===== src/rtl/cpu_irq_controller_pkg.sv =====
// Shared register offsets, widths and gateway state encoding for the
// external-interrupt controller.
package cpu_irq_controller_pkg;

    localparam int ID_W   = 5;
    localparam int PRIO_W = 3;

    localparam logic [7:0] ADDR_PENDING   = 8'h00;
    localparam logic [7:0] ADDR_ENABLE    = 8'h04;
    localparam logic [7:0] ADDR_CLAIM     = 8'h08;
    localparam logic [7:0] ADDR_COMPLETE  = 8'h0C;
    localparam logic [7:0] ADDR_THRESHOLD = 8'h10;
    localparam logic [7:0] ADDR_PRIO_BASE = 8'h20;

    typedef enum logic [1:0] {
        GW_IDLE       = 2'd0,
        GW_PENDING    = 2'd1,
        GW_IN_SERVICE = 2'd2
    } gw_state_e;

    // Byte offset of the PRIORITY register for zero-based source index idx.
    function automatic logic [7:0] prio_addr(input int idx);
        return ADDR_PRIO_BASE + 8'(4 * idx);
    endfunction

endpackage


===== src/rtl/cpu_irq_controller_gateway.sv =====
// Per-source gateway: input synchronizer followed by an IDLE/PENDING/IN_SERVICE FSM.
module cpu_irq_gateway
    import cpu_irq_controller_pkg::*;
#(
    parameter int SYNC_STAGES = 2
) (
    input  logic clk,
    input  logic rst_n,
    input  logic irq_raw,
    input  logic claim,
    input  logic complete,
    output logic pending
);

    logic [SYNC_STAGES-1:0] sync_r;
    gw_state_e              state_r;
    gw_state_e              state_next_s;

    // Synchronizer shift chain for the asynchronous source line.
    always_ff @(posedge clk) begin
        if (!rst_n) begin
            sync_r <= {SYNC_STAGES{1'b0}};
        end else begin
            sync_r <= {sync_r[SYNC_STAGES-2:0], irq_raw};
        end
    end

    // Gateway state register.
    always_ff @(posedge clk) begin
        if (!rst_n) begin
            state_r <= GW_IDLE;
        end else begin
            state_r <= state_next_s;
        end
    end

    // Next state: PENDING is sticky until claimed; the line is ignored while in service.
    always_comb begin
        state_next_s = state_r;
        case (state_r)
            GW_IDLE: begin
                if (sync_r[SYNC_STAGES-1]) state_next_s = GW_PENDING;
                else                       state_next_s = GW_IDLE;
            end
            GW_PENDING: begin
                if (claim) state_next_s = GW_IN_SERVICE;
                else       state_next_s = GW_PENDING;
            end
            GW_IN_SERVICE: begin
                if (complete) state_next_s = GW_IDLE;
                else          state_next_s = GW_IN_SERVICE;
            end
            default: state_next_s = GW_IDLE;
        endcase
    end

    assign pending = (state_r == GW_PENDING);

endmodule


===== src/rtl/cpu_irq_controller.sv =====
// External-interrupt controller: gateways, register window and best-ID arbiter.
// Optional per-source priority/threshold enabled by defining CPU_IRQ_PRIORITY_EN.
module cpu_irq_controller
    import cpu_irq_controller_pkg::*;
#(
    parameter int MEI_PORTS   = 4,
    parameter int SYNC_STAGES = 2
) (
    input  logic                 clk,
    input  logic                 rst_n,
    input  logic [MEI_PORTS-1:0] irq_src,
    input  logic                 bus_sel,
    input  logic [7:0]           bus_addr,
    input  logic [31:0]          bus_wdata,
    input  logic [3:0]           bus_wenable,
    output logic [31:0]          bus_rdata,
    output logic                 mei_pending
);

    logic [MEI_PORTS-1:0] gw_pending_s;
    logic [MEI_PORTS-1:0] enable_r;
    logic [MEI_PORTS-1:0] eligible_s;
    logic [MEI_PORTS-1:0] claim_s;
    logic [MEI_PORTS-1:0] complete_s;
    logic [PRIO_W-1:0]    prio_s [MEI_PORTS];
    logic [PRIO_W-1:0]    thresh_s;
    logic [PRIO_W-1:0]    best_prio_s;
    logic [ID_W-1:0]      best_id_s;
    logic [7:0]           offset_s;
    logic                 wr_s;
    logic                 claim_wr_s;
    logic                 complete_wr_s;
    logic                 mei_pending_r;
    logic [31:0]          rdata_s;
    logic                 unused_s;

    assign offset_s      = {bus_addr[7:2], 2'b00};
    assign wr_s          = bus_sel && (|bus_wenable);
    assign claim_wr_s    = bus_sel && bus_wenable[0] && (offset_s == ADDR_CLAIM);
    assign complete_wr_s = wr_s && (offset_s == ADDR_COMPLETE);
    assign unused_s      = ^{bus_addr[1:0], bus_wdata};

    for (genvar g = 0; g < MEI_PORTS; g++) begin : g_src
        assign claim_s[g]    = claim_wr_s && (best_id_s == ID_W'(g + 1));
        assign complete_s[g] = complete_wr_s && (bus_wdata[ID_W-1:0] == ID_W'(g + 1));

        cpu_irq_gateway #(.SYNC_STAGES(SYNC_STAGES)) u_gw (
            .clk      (clk),
            .rst_n    (rst_n),
            .irq_raw  (irq_src[g]),
            .claim    (claim_s[g]),
            .complete (complete_s[g]),
            .pending  (gw_pending_s[g])
        );
    end

    // ENABLE register; each bit follows the write-enable of its byte lane.
    always_ff @(posedge clk) begin
        if (!rst_n) begin
            enable_r <= {MEI_PORTS{1'b0}};
        end else if (wr_s && (offset_s == ADDR_ENABLE)) begin
            for (int i = 0; i < MEI_PORTS; i++) begin
                if (bus_wenable[2'(i / 8)]) enable_r[i] <= bus_wdata[i];
            end
        end
    end

`ifdef CPU_IRQ_PRIORITY_EN
    logic [PRIO_W-1:0] prio_r [MEI_PORTS];
    logic [PRIO_W-1:0] thresh_r;

    // THRESHOLD and PRIORITY registers, all in byte lane 0.
    always_ff @(posedge clk) begin
        if (!rst_n) begin
            thresh_r <= 3'd0;
            for (int i = 0; i < MEI_PORTS; i++) prio_r[i] <= 3'd0;
        end else if (wr_s && bus_wenable[0]) begin
            if (offset_s == ADDR_THRESHOLD) thresh_r <= bus_wdata[PRIO_W-1:0];
            for (int i = 0; i < MEI_PORTS; i++) begin
                if (offset_s == prio_addr(i)) prio_r[i] <= bus_wdata[PRIO_W-1:0];
            end
        end
    end

    // Programmed priorities feed the arbiter.
    always_comb begin
        thresh_s = thresh_r;
        for (int i = 0; i < MEI_PORTS; i++) prio_s[i] = prio_r[i];
    end
`else
    // Fixed equal priority above a zero threshold: lowest ID always wins.
    always_comb begin
        thresh_s = 3'd0;
        for (int i = 0; i < MEI_PORTS; i++) prio_s[i] = 3'd1;
    end
`endif

    // Arbiter: strict greater-than keeps the lowest ID on priority ties.
    always_comb begin
        best_id_s   = 5'd0;
        best_prio_s = 3'd0;
        for (int i = 0; i < MEI_PORTS; i++) begin
            eligible_s[i] = gw_pending_s[i] && enable_r[i] && (prio_s[i] > thresh_s);
            if (eligible_s[i] && (prio_s[i] > best_prio_s)) begin
                best_id_s   = ID_W'(i + 1);
                best_prio_s = prio_s[i];
            end else begin
                best_id_s   = best_id_s;
                best_prio_s = best_prio_s;
            end
        end
    end

    // Core request, one cycle behind the arbiter.
    always_ff @(posedge clk) begin
        if (!rst_n) begin
            mei_pending_r <= 1'b0;
        end else begin
            mei_pending_r <= (best_id_s != 5'd0);
        end
    end

    // Read mux; COMPLETE and unmapped offsets read zero.
    always_comb begin
        rdata_s = 32'd0;
        case (offset_s)
            ADDR_PENDING: rdata_s[MEI_PORTS-1:0] = gw_pending_s;
            ADDR_ENABLE:  rdata_s[MEI_PORTS-1:0] = enable_r;
            ADDR_CLAIM:   rdata_s[ID_W-1:0]      = best_id_s;
            default: begin
`ifdef CPU_IRQ_PRIORITY_EN
                rdata_s[PRIO_W-1:0] = (offset_s == ADDR_THRESHOLD) ? thresh_r : 3'd0;
                for (int i = 0; i < MEI_PORTS; i++) begin
                    rdata_s[PRIO_W-1:0] = rdata_s[PRIO_W-1:0] |
                        ((offset_s == prio_addr(i)) ? prio_r[i] : 3'd0);
                end
`else
                rdata_s = 32'd0;
`endif
            end
        endcase
    end

    assign bus_rdata   = rdata_s;
    assign mei_pending = mei_pending_r;

endmodule

===== config.mk =====
export PLATFORM = sky130hd
export DESIGN_NAME = cpu_irq_controller
export DESIGN_NICKNAME = d
export VERILOG_FILES = /design/src/rtl/cpu_irq_controller_pkg.sv /design/src/rtl/cpu_irq_controller_gateway.sv /design/src/rtl/cpu_irq_controller.sv
export SDC_FILE = /design/constraint.sdc
export NUM_CORES = 1
export LEC_CHECK = 0
export ABC_CLOCK_PERIOD_IN_PS = 5800
export CORE_ASPECT_RATIO = 1.75
export CORE_MARGIN = 5
export CORE_UTILIZATION = 38
export DETAILED_ROUTE_END_ITERATION = 12
export GPL_TIMING_DRIVEN = 1
export PLACE_DENSITY = 0.91
export SYNTH_ARGS = -nofsm -noshare
export SYNTH_HDL_FRONTEND = slang
export SYNTH_SLANG_ARGS = --single-unit

===== constraint.sdc =====
create_clock -name clk -period 5.8 [get_ports clk]
set_clock_uncertainty 0.1 [all_clocks]
set_input_delay 1.16 -clock clk [delete_from_list [all_inputs] [get_ports clk]]
set_output_delay 1.16 -clock clk [all_outputs]
set_load 0.1 [all_outputs]

==> out/metrics.yaml <==
run_status:
  status: "finished, final reports clean"
layout:
  multi_input_area_um2: 713
  drive_above_1_share_pct: 6.02
  fin_util_pct: 46.8
  area_growth_pct: 17.2
  num-fill-cells: 335
  diodes: 0
  area.sequential_um2: 420
  finish.cell_count_without_fillers: 209
  fin_nets: 218
sta:
  max_slew.worst_pin.slew_ns: 0.961
  rsz0062_at_grt: "no"
  setup_viol: 0
  relSlewSlack_pct: 35.7
  hold_viol: 0
  drv_slew: 0
  setup_tns_ns: 0
  fmaxAchievable_ghz: 0.231
  fin_crit_sh_pct: 74.7
  postLayoutSetupSlackWorst_ns: 1.47
  fin_crit_ns: 4.33
critical_path:
  startpoint_type: "input pin"
  path_cells: "clkdlybuf4s50_1 -> or4_4 -> or3_1 -> o32ai_1 -> buf_4"
  end_kind: "primary output"
  worstPathRequired_ns: 4.54
  crit_type: "in2out"
  path_max_fanout: 13
  slowest_stage: "or4_4"
  worst-r2r-setup-slack_ns: 4.16
  crit_path_max_incr_delay_ns: 0.64
  arrival_ns: 3.07
cts:
  cts_resized: 0
  cts_tree: "done"
  clkTransAtPathRegs_ns: 0.07
  clk_path_buf_depth: 2
  clk_latency_ns: 0.25
  cts_max_level: 1
  cts_buffers: 3
  clockRootBuffer: "clkbuf_8"
  clock_sinks: 21
  hold_buffers: 0
  cts_setup_buffers: 0
power:
  p_clk_share_pct: 26.1
  p_leak_nw: 0.545
  comb_power_share_pct: 31.4
  powerDensity_nw_per_um2: 238
  sequentialPowerShare_pct: 42.5
  power.switching_w: 0.000138
  sw_frac_of_total_pct: 38.9
  internal_power_w: 0.000216
  vdd.ir_drop.worst_mv: 0.119
synth:
  synth_area_leader_cell: "dfxtp_1"
  yosysWarningCount: 0
  yosysMostFrequentCell: "buf_4"
  yosys_register_bits: 21
  yosys.cell_types.count: 37
  synth_area_leaders: "dfxtp_1 (33%), buf_4 (17%), and2_1 (3.9%), nand2_1 (3.8%), nand3b_1 (3.6%)"
  syn_inst: 143
  syn-mean-instance-area_um2: 8.87
  yosysSeqAreaShare_pct: 33.1
  synth_edf_count: 0
  synth.top_cells.by_count: "buf_4 (28), dfxtp_1 (21), nand2_1 (13)"
  netlist_area_um2: 1270
  async_reset_ff_share_pct: 0
  ys.flop_type: "dfxtp_1"
  synth_top_area_share_pct: 33.1
global_route:
  track_usage_pct: 11.8
  overflow: 0
  grt_start_max_net_pins: 28
  grt_first_pass_wirelength_um: 4150
  grt_pass1_vias: 977
  antenna_found_initial: 0
detailed_routing:
  drt-vias-per-instance: 4.88
  num_vias: 1020
  drtIter0Drc: 17
  drcViolationCount: 0
  first_pass_iters: 4
  routedWlPerCell_um: 12.4
  antenna_left: 0
  finalWirelength_um: 2590
placed_design:
  numPortBuffers: 26
  place_ws_ns: 1.47
  gp_congestion: 0.866
  placed_cells: 205
  dp_hpwl_um: 2050
floorplanning:
  num_rows: 27
  fp.dieH_um: 86.4
  die_w_um: 53.7
  dieArea_um2: 4640
  core_area_um2: 3180
  initial_utilization_pct: 40.0
  pin_count: 84
run:
  maxCapViolCount: 0
min_path:
  min_path_type: "reg2reg"
[worst paths after layout]
kind | start | endpoint | depth (start not counted)
setup reg to reg | g_src[0].u_gw.state_r[1] | g_src[2].u_gw.state_r[0] | 3
hold reg to reg | g_src[3].u_gw.sync_r[0] | g_src[3].u_gw.sync_r[1] | 1
setup / recovery | bus_addr[7] | bus_rdata[2] | 5
hold / removal | g_src[3].u_gw.sync_r[0] | g_src[3].u_gw.sync_r[1] | 1
[sequential cells by signal, indices dropped and copies added (netlist names)]
register            count
g_src.u_gw.state_r      8
g_src.u_gw.sync_r       8
enable_r                4
mei_pending             1
[critical path, delay by kind of cell]
| kind | cells | cell delay (ns) |
|---|---|---|
| AO/OA/AOI/OAI | 1 | 0.13 |
| buffers and inverters | 2 | 0.74 |
| AND/OR/NAND/NOR | 2 | 1.04 |
[cell families (layout without fill, tap and decap cells)]
logic type      count (synthesis)  after routing  synth area share [%]
mux                             4              4                  3.16
other cells                     1             28                 0.296
compound gates                 17             17                  9.86
simple gates                   65             65                  34.9
flops                          21             21                  33.1
buf+inv                        35             31                  18.6
[per-stage QoR]
stage          power, W  cell area (um^2)  hold slack (ns)
6_report       0.000354              1490            0.326
3_3_place_gp   0.000264              1440            0.310
4_1_cts        0.000356              1490            0.327
3_5_place_dp   0.000264              1440            0.310
5_1_grt        0.000368              1490            0.341
2_1_floorplan  0.000261              1370            0.306
[cell type report]
type	count	area share (%)
tap	43	3.62
multi-input combinational	114	48.0
clock buffer	4	3.03
inverter	1	0.253
sequential	21	28.3
timing repair buffer	26	16.8
[routing by layer]
metal	up-vias	wire (um)	track usage, %
met5	-	0	0
met1	463	994	12.0
met3	6	191	2.58
met4	0	69	6.28
met2	44	1330	21.0
li1	507	-	-
[power by group through the flow]
stage	Clock, W	Sequential (W)	Combinational (W)
floorplan	0	0.000153	0.000108
global placement	0	0.000154	0.000110
detailed placement	0	0.000154	0.000110
CTS	0.0000947	0.000150	0.000111
global route	0.000102	0.000151	0.000116
finish	0.0000924	0.000150	0.000111
[cells in the final DEF, fill, tap and decap left out, drive strengths merged, types with 2 or more instances in the layout]
cell type | synthesis | final
and2 | 8 | 8
nor3b | 3 | 3
o21ai | 2 | 2
conb | 1 | 28
nand4b | 2 | 2
buf | 28 | 4
o22ai | 2 | 2
nand3b | 6 | 6
dfxtp | 21 | 21
nor4 | 8 | 8
o2bb2ai | 2 | 2
a21oi | 3 | 3
o221a | 2 | 2
or4bb | 4 | 4
mux2i | 4 | 4
clkbuf | 6 | 4
nand2 | 13 | 13
clkdlybuf4s50 | 0 | 22
nor2b | 4 | 4
and3b | 3 | 3
nor2 | 2 | 2
nand4 | 2 | 2
or4 | 2 | 2
nand3 | 2 | 2
No activity file was read; power rests on OpenSTA's default activity.
